## src/rtl/riscv16_pkg.sv

```systemverilog
// Shared types and default sizes for the riscv16 register file.
package riscv16_pkg;

    typedef enum logic {
        RF_INIT = 1'b0,
        RF_RUN  = 1'b1
    } rf_state_t;

    localparam int RF_DATA_W = 16;
    localparam int RF_DEPTH  = 8;

endpackage

```

## src/rtl/regfile_sb_scoreboard.sv

```systemverilog
// Pending-write scoreboard: one busy bit per register, set on issue, cleared on writeback.
module reg_scoreboard
    import riscv16_pkg::*;
#(
    parameter int DEPTH  = RF_DEPTH,
    parameter int ADDR_W = $clog2(DEPTH)
) (
    input  logic              clk,
    input  logic              rst_n,
    input  logic              run,
    input  logic [ADDR_W-1:0] src1,
    input  logic [ADDR_W-1:0] src2,
    input  logic              byp1,
    input  logic              byp2,
    input  logic              iss_valid,
    input  logic [ADDR_W-1:0] iss_tgt,
    input  logic              we_reg,
    input  logic [ADDR_W-1:0] tgt,
    output logic              src1_busy,
    output logic              src2_busy,
    output logic              hazard
);

    logic [DEPTH-1:0] busy_q;
    logic [DEPTH-1:0] busy_d;
    logic             issue_ok;
    logic             clear_ok;

    always_comb begin
        src1_busy = (src1 != '0) && busy_q[src1] && !byp1;
        src2_busy = (src2 != '0) && busy_q[src2] && !byp2;
        hazard    = run && iss_valid && (src1_busy || src2_busy || busy_q[iss_tgt]);
        issue_ok  = run && iss_valid && !hazard && (iss_tgt != '0);
        clear_ok  = run && we_reg && (tgt != '0);
    end

    assign busy_d[0] = 1'b0;

    // Set is evaluated after clear so a same-edge issue keeps the register busy.
    genvar gi;
    generate
        for (gi = 1; gi < DEPTH; gi++) begin : g_busy
            always_comb begin
                busy_d[gi] = busy_q[gi];
                if (clear_ok && (tgt == ADDR_W'(gi))) begin
                    busy_d[gi] = 1'b0;
                end
                if (issue_ok && (iss_tgt == ADDR_W'(gi))) begin
                    busy_d[gi] = 1'b1;
                end
            end
        end
    endgenerate

    always_ff @(posedge clk) begin
        if (!rst_n) begin
            busy_q <= '0;
        end else begin
            busy_q <= busy_d;
        end
    end

endmodule

```

## src/rtl/regfile_sb.sv

```systemverilog
// Scoreboarded register file with post-reset clear sweep.
// Optional same-cycle writeback-to-read bypass: define REGFILE_BYPASS_EN.
module regfile_sb
    import riscv16_pkg::*;
#(
    parameter int DATA_W = RF_DATA_W,
    parameter int DEPTH  = RF_DEPTH,
    parameter int ADDR_W = $clog2(DEPTH)
) (
    input  logic              clk,
    input  logic              rst_n,
    output logic              ready,
    input  logic [ADDR_W-1:0] src1,
    input  logic [ADDR_W-1:0] src2,
    output logic [DATA_W-1:0] src1_val,
    output logic [DATA_W-1:0] src2_val,
    output logic              src1_busy,
    output logic              src2_busy,
    input  logic              iss_valid,
    input  logic [ADDR_W-1:0] iss_tgt,
    output logic              hazard,
    input  logic              we_reg,
    input  logic [ADDR_W-1:0] tgt,
    input  logic [DATA_W-1:0] write_data
);

    localparam logic [ADDR_W-1:0] LAST_IDX = ADDR_W'(DEPTH - 1);

    rf_state_t         state_q;
    rf_state_t         state_d;
    logic [ADDR_W-1:0] idx_q;
    logic [ADDR_W-1:0] idx_d;
    logic              run;

    logic [DATA_W-1:0] regs_q [DEPTH];
    logic              wr_en;
    logic [ADDR_W-1:0] wr_addr;
    logic [DATA_W-1:0] wr_data;
    logic              byp1;
    logic              byp2;

    always_ff @(posedge clk) begin
        if (!rst_n) begin
            state_q <= RF_INIT;
            idx_q   <= ADDR_W'(1);
        end else begin
            state_q <= state_d;
            idx_q   <= idx_d;
        end
    end

    always_comb begin
        state_d = state_q;
        idx_d   = idx_q;
        case (state_q)
            RF_INIT: begin
                idx_d = idx_q + ADDR_W'(1);
                if (idx_q == LAST_IDX) begin
                    state_d = RF_RUN;
                end
            end
            RF_RUN:  state_d = RF_RUN;
            default: state_d = RF_INIT;
        endcase
    end

    always_comb begin
        run   = (state_q == RF_RUN);
        ready = run;
    end

    // Sweep writes own the port during INIT; a reset edge drops any writeback.
    always_comb begin
        wr_en   = 1'b0;
        wr_addr = '0;
        wr_data = '0;
        if (rst_n) begin
            if (!run) begin
                wr_en   = 1'b1;
                wr_addr = idx_q;
            end else if (we_reg && (tgt != '0)) begin
                wr_en   = 1'b1;
                wr_addr = tgt;
                wr_data = write_data;
            end
        end
    end

    always_ff @(posedge clk) begin
        if (wr_en) begin
            regs_q[wr_addr] <= wr_data;
        end
    end

`ifdef REGFILE_BYPASS_EN
    assign byp1 = run && we_reg && (tgt != '0) && (tgt == src1);
    assign byp2 = run && we_reg && (tgt != '0) && (tgt == src2);
`else
    assign byp1 = 1'b0;
    assign byp2 = 1'b0;
`endif

    always_comb begin
        src1_val = '0;
        src2_val = '0;
        if (src1 != '0) begin
            src1_val = byp1 ? write_data : regs_q[src1];
        end
        if (src2 != '0) begin
            src2_val = byp2 ? write_data : regs_q[src2];
        end
    end

    reg_scoreboard #(
        .DEPTH  (DEPTH),
        .ADDR_W (ADDR_W)
    ) u_scoreboard (
        .clk       (clk),
        .rst_n     (rst_n),
        .run       (run),
        .src1      (src1),
        .src2      (src2),
        .byp1      (byp1),
        .byp2      (byp2),
        .iss_valid (iss_valid),
        .iss_tgt   (iss_tgt),
        .we_reg    (we_reg),
        .tgt       (tgt),
        .src1_busy (src1_busy),
        .src2_busy (src2_busy),
        .hazard    (hazard)
    );

endmodule

```

## config.mk

```make
export PLATFORM = sky130hd
export DESIGN_NAME = regfile_sb
export DESIGN_NICKNAME = d
export VERILOG_FILES = /design/src/rtl/riscv16_pkg.sv /design/src/rtl/regfile_sb_scoreboard.sv /design/src/rtl/regfile_sb.sv
export SDC_FILE = /design/constraint.sdc
export NUM_CORES = 1
export LEC_CHECK = 0
export BUFFER_PORTS_ARGS = -buffer_cell sky130_fd_sc_hd__buf_4
export CAP_MARGIN = 20
export CELL_PAD_IN_SITES_DETAIL_PLACEMENT = 0
export CELL_PAD_IN_SITES_GLOBAL_PLACEMENT = 2
export CORE_MARGIN = 2
export CORE_UTILIZATION = 42
export CTS_CLUSTER_DIAMETER = 120
export DETAILED_ROUTE_END_ITERATION = 10
export MAX_ROUTING_LAYER = met4
export PLACE_DENSITY = 0.85
export SLEW_MARGIN = 20
export SYNTH_ARGS = -nofsm -noshare
export SYNTH_HDL_FRONTEND = slang
export SYNTH_SLANG_ARGS = --single-unit
```

## constraint.sdc

```tcl
create_clock -name clk -period 2.37 [get_ports clk]
set_input_delay 0.1185 -clock clk [delete_from_list [all_inputs] [get_ports clk]]
set_output_delay 0.1185 -clock clk [all_outputs]
set_load 0.01 [all_outputs]
```

==> run metrics <==
outcome finished, final reports clean; Crit path required time approximately 2300 ps; commonest non-fill, non-tap cell in the layout edfxtp_1; DRC errors left 0; clock sink count 124; Fill cells ~1200; Worst Hold Endpoint u_scoreboard.busy_q[7]; pin count of the biggest net entering global routing 38; cell area power density a little under 800 nW/µm²; Clock Latency Late Sink a little over 400 ps; Avg Cell Area, Syn roughly 14 µm²; setup tns final 0 ps; Reg-to-Reg Start ready; core area between 10000 and 15000 µm²; Synth async-reset ratio 0; Final Hold Vio Count 0; Cell Count, Final, Fillers Out a little over 700; setup violators final 0; Post-Place Cells between 600 and 700; ys flop type edfxtp_1; Arr. time, crit path approximately 2000 ps; total CTS buffers 17; crit path cell chain mux2_1, nor3b_2, a311oi_4, o211a_1, buf_4; PortBufs between 60 and 70; Max Cap Viol 0; Die Span Y 126.0 µm; wire per inst 21.27 µm; Ports 68; DRT iter0 DRCs ~300; fin. max-slew vios 0; highest clock rate 480.6 MHz; Crit-path slowest cell a311oi_4; final worst-path cycle share 0.8780; number of global-route vias before repair ~4200; initial antenna violation count 0; reg-to-reg endpoint regs_q[2][5]; TritonCTS clock tree built; synthesis-stage register bit count between 100 and 150; commonest non-fill, non-tap cells in the layout 113 x edfxtp_1, 85 x buf_4, 33 x mux2_2; 1st-pass router iterations 5; Worst Setup End Kind primary output; Period minus WS final approximately 2100 ps; crit start category flip-flop; Seq/Total Area, Yosys 0.5776; # rows 44; hpwl dp between 9000 and 10000 µm; RSZ-0062 raised after global routing no; die area about 16000 µm²; die width about 130 µm; Post-Route WL approximately 15000 µm; post-DR vias/cell 5.835; Tot GR Track Use 0.1971; Slew @ Worst Pin 697.3 ps; Max VDD drop 0.3381 mV; CTS max path bufs 2; layout cells sized above 1 0.3724; HP Class input pin to flip-flop; post-synthesis cell area around 6300 µm²; Ys Warns 0; Util after Layout 0.5260; CP Max Fanout 9; Via Count around 4100; initial core utilization 0.4304; WHS Path Cells 3; Leakage 2.771 nW; Max-Slew Margin vs Limit 0.5341; Crit Path Category flip-flop to primary output; worst r2r path cells 5; crit-path max cell delay 540 ps; syn nets roughly 470; first-pass GRT wire length 23060 µm; Nets 542; clock slew at reported path FFs ~50 ps; Worst Setup SP u_scoreboard.busy_q[4]; area grow syn2layout 22.20%; Netlist cell types 48; Post-Synthesis Cells roughly 430; PostCTS Resize Cnt 0; # Post-CTS Setup Buffers 0; # diodes 0; reg2reg setup slack 550 ps; skew final roughly 15 ps; grt total ovfl 0; Detail Route Antenna Nets 0; HP Start iss_tgt[2]; gpl congestion approximately 0.76; CTS H-tree depth 4; Root Driver clkbuf_16; EDFF count, synth 113
[critical path, delay by kind of cell (launching register included)]
family	cells	cell delay (ps)
buffers and inverters	1	110
multiplexers	1	180
AND/OR/NAND/NOR	1	50
AO/OA/AOI/OAI	2	790
flip-flops	1	420
[timing repair]
item,in CTS,in global routing
hold buffers,1,0
setup endpoints to repair,0,0
hold endpoints to repair,1,0
[worst max path at each step]
stage | end | slack (ps) | depth (start not counted)
floorplan | regs_q[2][0] | 210 | 4
global placement | src1_val[15] | 480 | 6
detailed placement | src1_val[15] | 460 | 6
CTS | hazard | 290 | 5
global route | hazard | 200 | 5
finish | hazard | 290 | 5
[final cells by class]
cell class	instances	area (µm²)	share of cell area
inverters	18	67.56	0.008838
multi-input cells	257	2400	0.3139
clock inverters	14	176.4	0.02308
clock buffers	18	429.2	0.05614
repair buffers	90	728.2	0.09525
well taps	184	230.2	0.03011
flip-flops and latches	124	3613	0.4727
[sequential cells by signal, summed over array words and instances (netlist names)]
signal,cells
idx_q,3
ready,1
regs_q,113
u_scoreboard.busy_q,7
[per-stage QoR]
stage / setup WS, ps / power [mW] / hold WS [ps] / cell area (µm²)
final: 289.1 / 5.928 / 43.31 / 7645
after global routing: 200.5 / 6.129 / 48.82 / 7645
after CTS: 289.3 / 5.971 / 25.05 / 7645
after detailed placement: 463.5 / 3.344 / 395.4 / 7029
after global placement: 480.6 / 3.329 / 391.5 / 7029
after floorplan: 208.5 / 3.027 / 271.9 / 6256
[layer usage]
layer | track usage | up-vias | routed length, µm
met3 | 0.03951 | 17 | 737
met4 | 0.05365 | 0 | 129
li1 | - | 1872 | -
met5 | - | - | 0
met2 | 0.3302 | 114 | 7701
met1 | 0.2459 | 2111 | 6427
[kinds of logic after synthesis]
family / share of synthesized area
XOR/XNOR: 0.001400
AO/OA/AOI/OAI: 0.1098
AND/OR/NAND/NOR: 0.07560
adder cells (fa/ha/maj): 0.003999
buffers and inverters: 0.03880
multiplexers: 0.1928
flip-flops: 0.5776
[cell usage after synthesis (3+ instances only)]
cell type	instances	share of area
a21oi_1	16	0.013
a221oi_1	16	0.022
a22oi_1	16	0.019
and2_1	16	0.016
buf_1	4	0.0024
buf_2	11	0.0088
buf_4	4	0.0048
buf_6	3	0.0054
clkbuf_1	11	0.0066
dfxtp_1	11	0.035
edfxtp_1	113	0.54
inv_1	18	0.011
mux2_1	3	0.0054
mux2_2	33	0.059
mux2i_1	5	0.0080
mux4_2	32	0.12
nand2_1	24	0.014
nand2b_1	4	0.0040
nand3_1	7	0.0056
nor2_1	13	0.0078
nor2b_1	9	0.0090
nor3_1	3	0.0024
o21ai_0	8	0.0064
o21ai_1	12	0.0096
o31ai_1	8	0.0096
[where the power goes]
part | internal [mW] | switching (mW) | leakage (nW)
Clock | 1.74 | 0.891 | 0.293
Sequential | 2.49 | 0.0558 | 1.15
Combinational | 0.355 | 0.396 | 1.33
Total | 4.58 | 1.34 | 2.77
(Power assumes the default switching activity.)
